File: src/rtl/adder_pkg.sv
// adder_pkg: shared defaults and width helper for the ripple-carry adder unit.
package adder_pkg;
    localparam int DEF_WIDTH = 4;
    localparam int DEF_CNT_W = 8;

    function automatic int sum_width(input int w);
        return w + 1;
    endfunction
endpackage

File: src/rtl/full_adder_cell.sv
// full_adder_cell: one-bit full adder, the repeating cell of the ripple chain.
module full_adder_cell (
    input  logic a,
    input  logic b,
    input  logic cin,
    output logic s,
    output logic cout
);
    assign s    = a ^ b ^ cin;
    assign cout = (a & b) | (cin & (a ^ b));
endmodule

File: src/rtl/adder_unit.sv
// adder_unit: ripple-carry adder with combinational sum, registered copy and saturating carry counter.
module adder_unit
    import adder_pkg::*;
#(
    parameter int WIDTH = DEF_WIDTH,
    parameter int CNT_W = DEF_CNT_W
) (
    input  logic             clk,
    input  logic             rst,
    input  logic [WIDTH-1:0] a,
    input  logic [WIDTH-1:0] b,
    output logic [WIDTH:0]   y,
    output logic [WIDTH:0]   y_q,
    output logic             cout_q,
    output logic [CNT_W-1:0] carry_cnt
);
    localparam int SW = sum_width(WIDTH);

    logic [WIDTH:0]   c;
    logic [WIDTH-1:0] s;
    logic [SW-1:0]    y_d;
    logic [CNT_W-1:0] cnt_q, cnt_d;

    assign c[0] = 1'b0;

    for (genvar i = 0; i < WIDTH; i++) begin : g_chain
        full_adder_cell u_fa (
            .a   (a[i]),
            .b   (b[i]),
            .cin (c[i]),
            .s   (s[i]),
            .cout(c[i+1])
        );
    end

    assign y_d = {c[WIDTH], s};
    assign y   = y_d;

    always_ff @(posedge clk) begin
        if (rst) begin
            y_q    <= '0;
            cout_q <= 1'b0;
        end else begin
            y_q    <= y_d;
            cout_q <= y_d[SW-1];
        end
    end

    // Counter holds at all-ones so it never wraps back to zero.
    assign cnt_d = (y_d[SW-1] && cnt_q != '1) ? cnt_q + 1'b1 : cnt_q;

    always_ff @(posedge clk) begin
        if (rst) cnt_q <= '0;
        else     cnt_q <= cnt_d;
    end

    assign carry_cnt = cnt_q;
endmodule

File: config.mk
export PLATFORM = sky130hd
export DESIGN_NAME = adder_unit
export DESIGN_NICKNAME = d
export VERILOG_FILES = /design/src/rtl/adder_pkg.sv /design/src/rtl/full_adder_cell.sv /design/src/rtl/adder_unit.sv
export SDC_FILE = /design/constraint.sdc
export NUM_CORES = 1
export LEC_CHECK = 0
export ABC_AREA = 1
export CAP_MARGIN = 20
export CORE_MARGIN = 2
export CORE_UTILIZATION = 38
export CTS_CLUSTER_SIZE = 8
export DETAILED_ROUTE_END_ITERATION = 7
export GPL_TIMING_DRIVEN = 0
export PLACE_DENSITY = 0.74
export SLEW_MARGIN = 20
export SYNTH_ARGS = -nofsm -noshare
export SYNTH_HDL_FRONTEND = slang
export SYNTH_SLANG_ARGS = --single-unit
File: constraint.sdc
create_clock -name clk -period 3.6 [get_ports clk]
set_input_delay 1.08 -clock clk [delete_from_list [all_inputs] [get_ports clk]]
set_output_delay 1.08 -clock clk [all_outputs]
set_load 0.05 [all_outputs]
# After elaboration in Yosys (flattened, before gate mapping)
# Cells that the tools add are included.
[totals]
out_inout_bits = 19
elab_cells = 23
reg_bits = 14
input_bits = 10
[classes]
reduce_logical = 1
add_sub_neg = 1
n_bitwise = 17
eq_ne = 1
[op_table]
columns = ["cell", "n"]
rows = [
  ["$add A8 B1 Y8 const B", 1],
  ["$ne A8 B8 Y1 const B", 1],
  ["$and A1 B1 Y1", 7],
  ["$xor A1 B1 Y1", 7],
  ["$or A1 B1 Y1", 3],
  ["$logic_and A1 B1 Y1", 1],
]

# Longest topological paths before layout
# Gate-level depths: netlist of run 1.
[logic_depth]
depth_word = 8
depth_mapped = 14
ltp_nobuf = 14

# Hierarchy
# A second synthesis of run 1 with hierarchy kept.
[hier_totals]
cells_unflattened = 90
hier_area_um2 = 713.2
[by_module_without_submodules]
columns = ["mod", "seq_area_each_um2", "area_per_inst_um2", "n_inst", "cells_per_inst"]
rows = [
  ["adder_unit", 260.2, 633.1, 1, 86],
  ["full_adder_cell", 0.0, 20.0, 4, 1],
]

# Least setup slack after synthesis of run 1
# OpenSTA, ideal clock, no wires.
[synth_timing]
kind = "input to output"
startpoint = "input port a[0]"
endpoint = "output port y[4]"
arrival_time_ns = 2.580
path_stages = 9
path_slack_ns = -0.060
path_buffers = 1
required_ns = 2.520
path_cell_list = "ha_1 > inv_1 > fa_1 > inv_1 > fa_1 > inv_1 > fa_1 > inv_4 > buf_4"
[synth_via]
elab_chain_cells = 7
[synth_lines]
columns = ["element", "line", "text"]
rows = [
  ["from (decl)", "adder_unit.sv:10", "input logic [WIDTH-1:0] a,"],
  ["$and A1 B1 Y1 (2 in a row)", "full_adder_cell.sv:10", "assign cout = (a & b) | (cin & (a ^ b));"],
  ["$or A1 B1 Y1", "full_adder_cell.sv:10", ""],
  ["$and A1 B1 Y1", "full_adder_cell.sv:10", ""],
  ["$or A1 B1 Y1", "full_adder_cell.sv:10", ""],
  ["$and A1 B1 Y1", "full_adder_cell.sv:10", ""],
  ["$or A1 B1 Y1", "full_adder_cell.sv:10", ""],
  ["to (decl)", "adder_unit.sv:12", "output logic [WIDTH:0] y,"],
]
# Every way passes these cells.

# Final worst setup path of run 1
[layout_timing]
startpoint = "input port a[0]"
endpoint = "output port y[3]"
[layout_via]
elab_chain_cells = 6
[layout_lines]
columns = ["element", "line", "text"]
rows = [
  ["$and A1 B1 Y1 (2 in a row)", "full_adder_cell.sv:10", ""],
  ["$or A1 B1 Y1", "full_adder_cell.sv:10", ""],
  ["$and A1 B1 Y1", "full_adder_cell.sv:10", ""],
  ["$or A1 B1 Y1", "full_adder_cell.sv:10", ""],
  ["$xor A1 B1 Y1", "full_adder_cell.sv:9", "assign s = a ^ b ^ cin;"],
]
# Every way passes these cells.

==> impl_metrics.py, run 1 <==
metrics = {
    "logic_synthesis": {
        "yosys.area.top_type": "dfxtp_1",
        "async_reset_ff_share_pct": 0,
        "synthFlopType": "dfxtp_1",
        "ys_warn_count": 0,
        "synth_area_sq_um": 741,
        "ys_top_cells_by_count": "inv_1, dfxtp_1, nand2_1, nor2_1",
        "synthCells": 95,
        "synth-seq-cells": 13,
        "synth_top_area_share_pct": 35.1,
        "syn_area_per_cell_sq_um": 7.80,
        "yosysSeqAreaShare_pct": 35.1,
        "synth.area.top_cells": "dfxtp_1, inv_1, fa_1",
        "ys_types": 18,
        "syn_nets": 110,
        "synth_edf_count": 0,
        "synth_most_common_cell": "inv_1",
    },
    "final_layout": {
        "layout.area.seq_sq_um": 260,
        "multi_input_area_sq_um": 374,
        "antenna_cells": 0,
        "layout.nets": 145,
        "nFillCells": 149,
        "fin_util_pct": 62.5,
        "area_growth_pct": 50.3,
        "drive_gt1_share_pct": 29.5,
    },
    "global_route": {
        "grt_pass1_vias": 537,
        "grt_antenna_before_repair": 0,
        "grt_start_max_net_pins": 10,
        "grt_pass1_wl_microns": 2190,
        "grtUsageTotal_pct": 13.9,
        "grt.overflow.total": 0,
    },
    "sta": {
        "setup_viol": 2,
        "rsz0062_at_grt": "true",
        "setup_ws_ps": -115,
        "hold_violations": 0,
        "worstMarginPinSlew_ps": 503,
        "period_needed_ps": 3720,
        "hold_ws_ps": 530,
        "max_freq_ghz": 0.269,
        "slew_headroom_pct": 66.4,
        "fin_crit_sh_pct": 103,
        "tns_ps": -192,
        "skew_ps": 3.07,
        "slew_viol_final": 0,
    },
    "placed_design": {
        "dp_hpwl_microns": 1100,
        "portBuffers": 28,
        "gp_congestion": 0.766,
        "dp_slack_ps": -1310,
    },
    "pwr": {
        "seqPwrFrac_pct": 38.4,
        "leakage_uw": 0.000548,
        "vdd_ir_drop_max_mv": 0.252,
        "power_switching_share_pct": 36.1,
        "power_uw": 410,
        "powerDensity_nw_per_um2": 368,
        "pwr-share-comb_pct": 39.9,
        "internal-power_uw": 262,
        "p_switching_uw": 148,
        "p_clk_share_pct": 21.7,
    },
    "clock_network": {
        "ctsHoldBuffers": 0,
        "clkTransAtPathRegs_ps": 80,
        "numCtsBuffers": 3,
        "cts.path.max_buffers": 2,
        "cts_root_buf": "clkbuf_4",
        "cts_tree": "done",
        "cts.htree.levels": 1,
        "clock_sinks": 13,
        "clock_latency_ps": 270,
    },
    "setup_path": {
        "reg2reg_slack_ps": 2310,
        "crit_required_ps": 2520,
        "critical_path_class": "in2out",
        "cp_common_cell": "inv_2",
        "end_kind": "output port",
        "critPathArrivalTime_ps": 2640,
        "cp_slowest_stage_delay_ps": 440,
        "critPathBufInv": 6,
        "crit_slowest_cell": "fa_2",
        "cp_top_family": "adder cells",
        "cp_max_fo": 2,
        "startpoint_type": "primary input",
        "path_cells": "buf_6, ha_4, inv_2, fa_2, inv_2, fa_2, inv_2, fa_2, inv_2, buf_8",
    },
    "routing": {
        "drtPass1Iterations": 4,
        "ant_nets": 0,
        "wl_per_cell_microns": 9.26,
        "vias": 666,
        "first_iter_violations": 13,
        "viasPerCell": 4.32,
        "drt-total-wl_microns": 1430,
        "post-route-drc-count": 0,
    },
    "hold_path": {
        "hp-class": "reg2reg",
    },
    "run_status": {
        "violations": "negative setup slack",
        "status": "complete, but fails checks",
    },
    "floorplan": {
        "initial_core_util_pct": 41.5,
        "die_y_microns": 48.2,
        "die_x_microns": 48.2,
        "io-pin-count": 29,
        "num_rows": 15,
        "coreArea_sq_um": 1780,
        "dieArea_sq_um": 2320,
    },
    "run": {
        "max-cap-violations": 0,
    },
}
-- path summary, 6_finish.rpt --
check          startpoint           end  depth (start not counted)
max                  a[0]          y[3]                         10
max reg2reg  carry_cnt[0]  carry_cnt[4]                          6
min reg2reg  carry_cnt[4]  carry_cnt[4]                          3
min          carry_cnt[4]  carry_cnt[4]                          3
-- sequential cells by signal (all words and copies together), names as in the netlist --
| signal | flops |
|---|---|
| y_q | 5 |
| carry_cnt | 8 |
-- worst register-to-register path, stage by stage, from the launching register on --
cell,delay [ps]
dfxtp_1,400
ha_1,230
nand2_2,120
nor2_2,200
a21o_2,160
nand2_1,40
nor2_1,90
-- layout by cell type (no fill, tap or decap), drive strengths merged --
master,instances
clkbuf,5
a21oi,6
dfxtp,13
nand2,16
ha,2
nand4,3
fa,3
clkdlybuf4s50,20
buf,14
a21o,1
nor2,17
nand3b,1
nand3,6
dlygate4sd2,1
inv,21
-- per-stage QoR --
step,area [sq um],instances
2_1_floorplan,748,95
3_3_place_gp,1060,148
3_5_place_dp,1060,148
4_1_cts,1090,151
5_1_grt,1110,154
6_report,1110,154
-- cells by family after synthesis --
group           share of synthesized area [%]
simple gates                             31.1
flops                                    35.1
fa+ha+maj                                11.5
compound gates                           5.24
buf+inv                                  17.1
-- cell type report --
class,count,area share (%)
inverters,21,7.30
well taps,25,2.81
flip-flops and latches,13,23.4
plain buffers,5,3.71
repair buffers,31,26.9
multi-input cells,55,33.6
clock buffers,4,2.36
-- power groups by stage --
stage / clock network, uW / registers (uW) / logic (uW)
2_1_floorplan: 0 / 191 / 77.9
3_3_place_gp: 0 / 160 / 155
3_5_place_dp: 0 / 161 / 158
4_1_cts: 92.6 / 157 / 158
5_1_grt: 101 / 159 / 174
6_report: 88.9 / 157 / 164
-- routing by layer --
layer	GRT usage [%]	share of wire, %
met1	15.7	45
met2	23.2	50
met3	4.44	3.2
met4	7.57	1.7
met5	0	0
-- repair_timing --
| item | in CTS | in global routing |
|---|---|---|
| pin swaps | 4 | 4 |
| endpoints found under the setup margin | 5 | 4 |
| resized for setup | 45 | 3 |
| buffers inserted | 0 | 3 |
No activity file was read; power rests on OpenSTA's default activity.
==> run 2, diff against run 1 <==
- ABC_CLOCK_PERIOD_IN_PS: not set -> 3600
==> results of run 2 <==
Final layout, timing and power as in run 1 (identical DEF).
==> run 3, diff against run 2 <==
- CORE_ASPECT_RATIO: not set -> 1.1
- CORE_UTILIZATION: 38 -> 37
- PLACE_DENSITY: 0.74 -> 0.73
- SYNTH_HIERARCHICAL: not set -> 1
==> impl_metrics.py, run 3 <==
metrics = {
    "clock_network": {
        "cts_tree": "done",
        "clock_latency_ps": 270,
        "numCtsBuffers": 3,
        "cts.htree.levels": 1,
        "ctsHoldBuffers": 0,
        "cts.path.max_buffers": 2,
        "cts_root_buf": "clkbuf_4",
        "clkTransAtPathRegs_ps": 80,
        "clock_sinks": 13,
    },
    "global_route": {
        "grt_antenna_before_repair": 0,
        "grt.overflow.total": 0,
        "grt_pass1_wl_microns": 2500,
        "grtUsageTotal_pct": 15.0,
        "grt_pass1_vias": 613,
        "grt_start_max_net_pins": 11,
    },
    "routing": {
        "first_iter_violations": 9,
        "drt-total-wl_microns": 1430,
        "vias": 653,
        "ant_nets": 0,
        "wl_per_cell_microns": 10.3,
        "post-route-drc-count": 0,
        "drtPass1Iterations": 3,
        "viasPerCell": 4.70,
    },
    "pwr": {
        "power_switching_share_pct": 37.9,
        "p_switching_uw": 157,
        "p_clk_share_pct": 21.8,
        "powerDensity_nw_per_um2": 394,
        "pwr-share-comb_pct": 39.8,
        "seqPwrFrac_pct": 38.4,
        "vdd_ir_drop_max_mv": 0.201,
        "leakage_uw": 0.000501,
        "internal-power_uw": 257,
    },
    "final_layout": {
        "fin_cells": 139,
        "antenna_cells": 0,
        "fin_util_pct": 58.3,
        "layout_common_cells": "clkdlybuf4s50_1, nor2_1, dfxtp_1",
        "largest_register_ffs": 8,
        "layout_commonest_cell": "clkdlybuf4s50_1",
        "layout.nets": 137,
        "drive_gt1_share_pct": 21.5,
        "area_growth_pct": 47.4,
        "nFillCells": 178,
    },
    "floorplan": {
        "dieArea_sq_um": 2300,
        "die_y_microns": 50.0,
        "die_x_microns": 45.9,
        "initial_core_util_pct": 39.6,
        "num_rows": 16,
        "coreArea_sq_um": 1800,
        "io-pin-count": 29,
    },
    "sta": {
        "setup_ws_ps": -447,
        "slew_viol_final": 0,
        "max_freq_ghz": 0.247,
        "period_needed_ps": 4050,
        "fin_crit_sh_pct": 112,
        "slew_headroom_pct": 66.4,
        "setup_viol": 3,
        "hold_violations": 0,
        "worstMarginPinSlew_ps": 502,
        "rsz0062_at_grt": "true",
        "skew_ps": 5.36,
    },
    "logic_synthesis": {
        "synth_most_common_cell": "nor2_1",
        "synth-seq-cells": 13,
        "yosysSeqAreaShare_pct": 36.5,
        "synth_edf_count": 0,
        "ys_top_cells_by_count": "nor2_1, dfxtp_1, inv_1, nand2_1, nand3_1",
        "synth_top_area_share_pct": 36.5,
        "synth.area.top_cells": "dfxtp_1, fa_1, nor2_1",
        "syn_area_per_cell_sq_um": 7.92,
        "syn_nets": 105,
        "yosys.area.top_type": "dfxtp_1",
        "synthCells": 90,
        "async_reset_ff_share_pct": 0,
        "ys_warn_count": 6,
        "synthFlopType": "dfxtp_1",
        "synth_area_sq_um": 713,
        "ys_types": 19,
    },
    "setup_path": {
        "path_cells": "buf_6, fa_2, fa_2, fa_2, fa_2, buf_8",
        "cp_common_cell": "fa_2",
        "cp_slowest_stage_delay_ps": 560,
        "reg2reg_slack_ps": 2340,
        "cp_max_fo": 2,
        "startpoint_type": "primary input",
        "crit_required_ps": 2520,
        "critPathArrivalTime_ps": 2970,
        "critPathBufInv": 2,
        "end_kind": "output port",
        "cp_top_family": "adder cells",
        "crit_slowest_cell": "fa_2",
        "critical_path_class": "in2out",
    },
    "run_status": {
        "status": "complete, but fails checks",
        "violations": "negative setup slack",
    },
    "placed_design": {
        "place_inst": 136,
        "gp_congestion": 0.720,
        "portBuffers": 28,
        "dp_hpwl_microns": 1140,
    },
    "hold_path": {
        "hp-class": "reg2reg",
    },
    "run": {
        "max-cap-violations": 0,
    },
}
run 3: final cells by class:
class / count / area [sq um] / share of cell area, %
timing repair buffer: 28 / 287 / 27.3
sequential: 13 / 260 / 24.8
tap: 18 / 22.5 / 2.14
inverter: 16 / 62.6 / 5.95
clock buffer: 4 / 26.3 / 2.50
buffer: 2 / 15.0 / 1.43
multi-input combinational: 58 / 378 / 36.0
run 3: worst paths after layout:
| path | cells after the start | start | to |
|---|---|---|---|
| max | 6 | b[0] | y[3] |
| min | 2 | carry_cnt[5] | carry_cnt[5] |
| max reg2reg | 6 | carry_cnt[0] | carry_cnt[1] |
| min reg2reg | 2 | carry_cnt[5] | carry_cnt[5] |
run 3: timing repair:
item,in CTS,in global routing
pin swaps,4,0
gates resized for setup,37,0
buffers inserted,0,0
setup endpoints to repair,5,3
cloned,0,0
run 3: per-layer routing:
layer / up-vias / track usage, % / routed length, microns
li1: 334 / - / -
met2: 13 / 23.1 / 750
met3: 4 / 2.20 / 48
met5: - / 0 / 0
met1: 302 / 19.1 / 598
met4: 0 / 8.57 / 29
run 3: worst reg2reg max path, cell delays in order, from the launching register on:
cell     delay, ps
dfxtp_1        410
ha_1           230
nand2_2        110
nor2_4         110
nand2_4         90
a21oi_1        140
nor2_1          60
run 3: power by group through the flow:
stage / clock (uW) / combinational (uW) / sequential [uW]
after floorplan: 0 / 83.0 / 195
after global placement: 0 / 162 / 162
after detailed placement: 0 / 165 / 162
after CTS: 93.2 / 166 / 159
after global routing: 102 / 175 / 160
final: 90.4 / 165 / 159
run 3: cells by family after synthesis:
kind of cell / synth area share [%]
AO/OA/AOI/OAI: 5.26
flip-flops: 36.5
buffers and inverters: 11.9
AND/OR/NAND/NOR: 32.8
other: 0.526
adder cells (fa/ha/maj): 13.0
run 3: stage by stage:
stage	area [sq um]	total power, uW	setup WS [ps]	hold slack (ps)	setup TNS (ps)
4_1_cts	1050	418	-463	539	-867
6_report	1050	414	-447	539	-826
3_3_place_gp	1030	324	-1460	514	-5030
2_1_floorplan	727	278	-370	759	-544
5_1_grt	1050	437	-480	582	-926
3_5_place_dp	1030	327	-1510	530	-5610
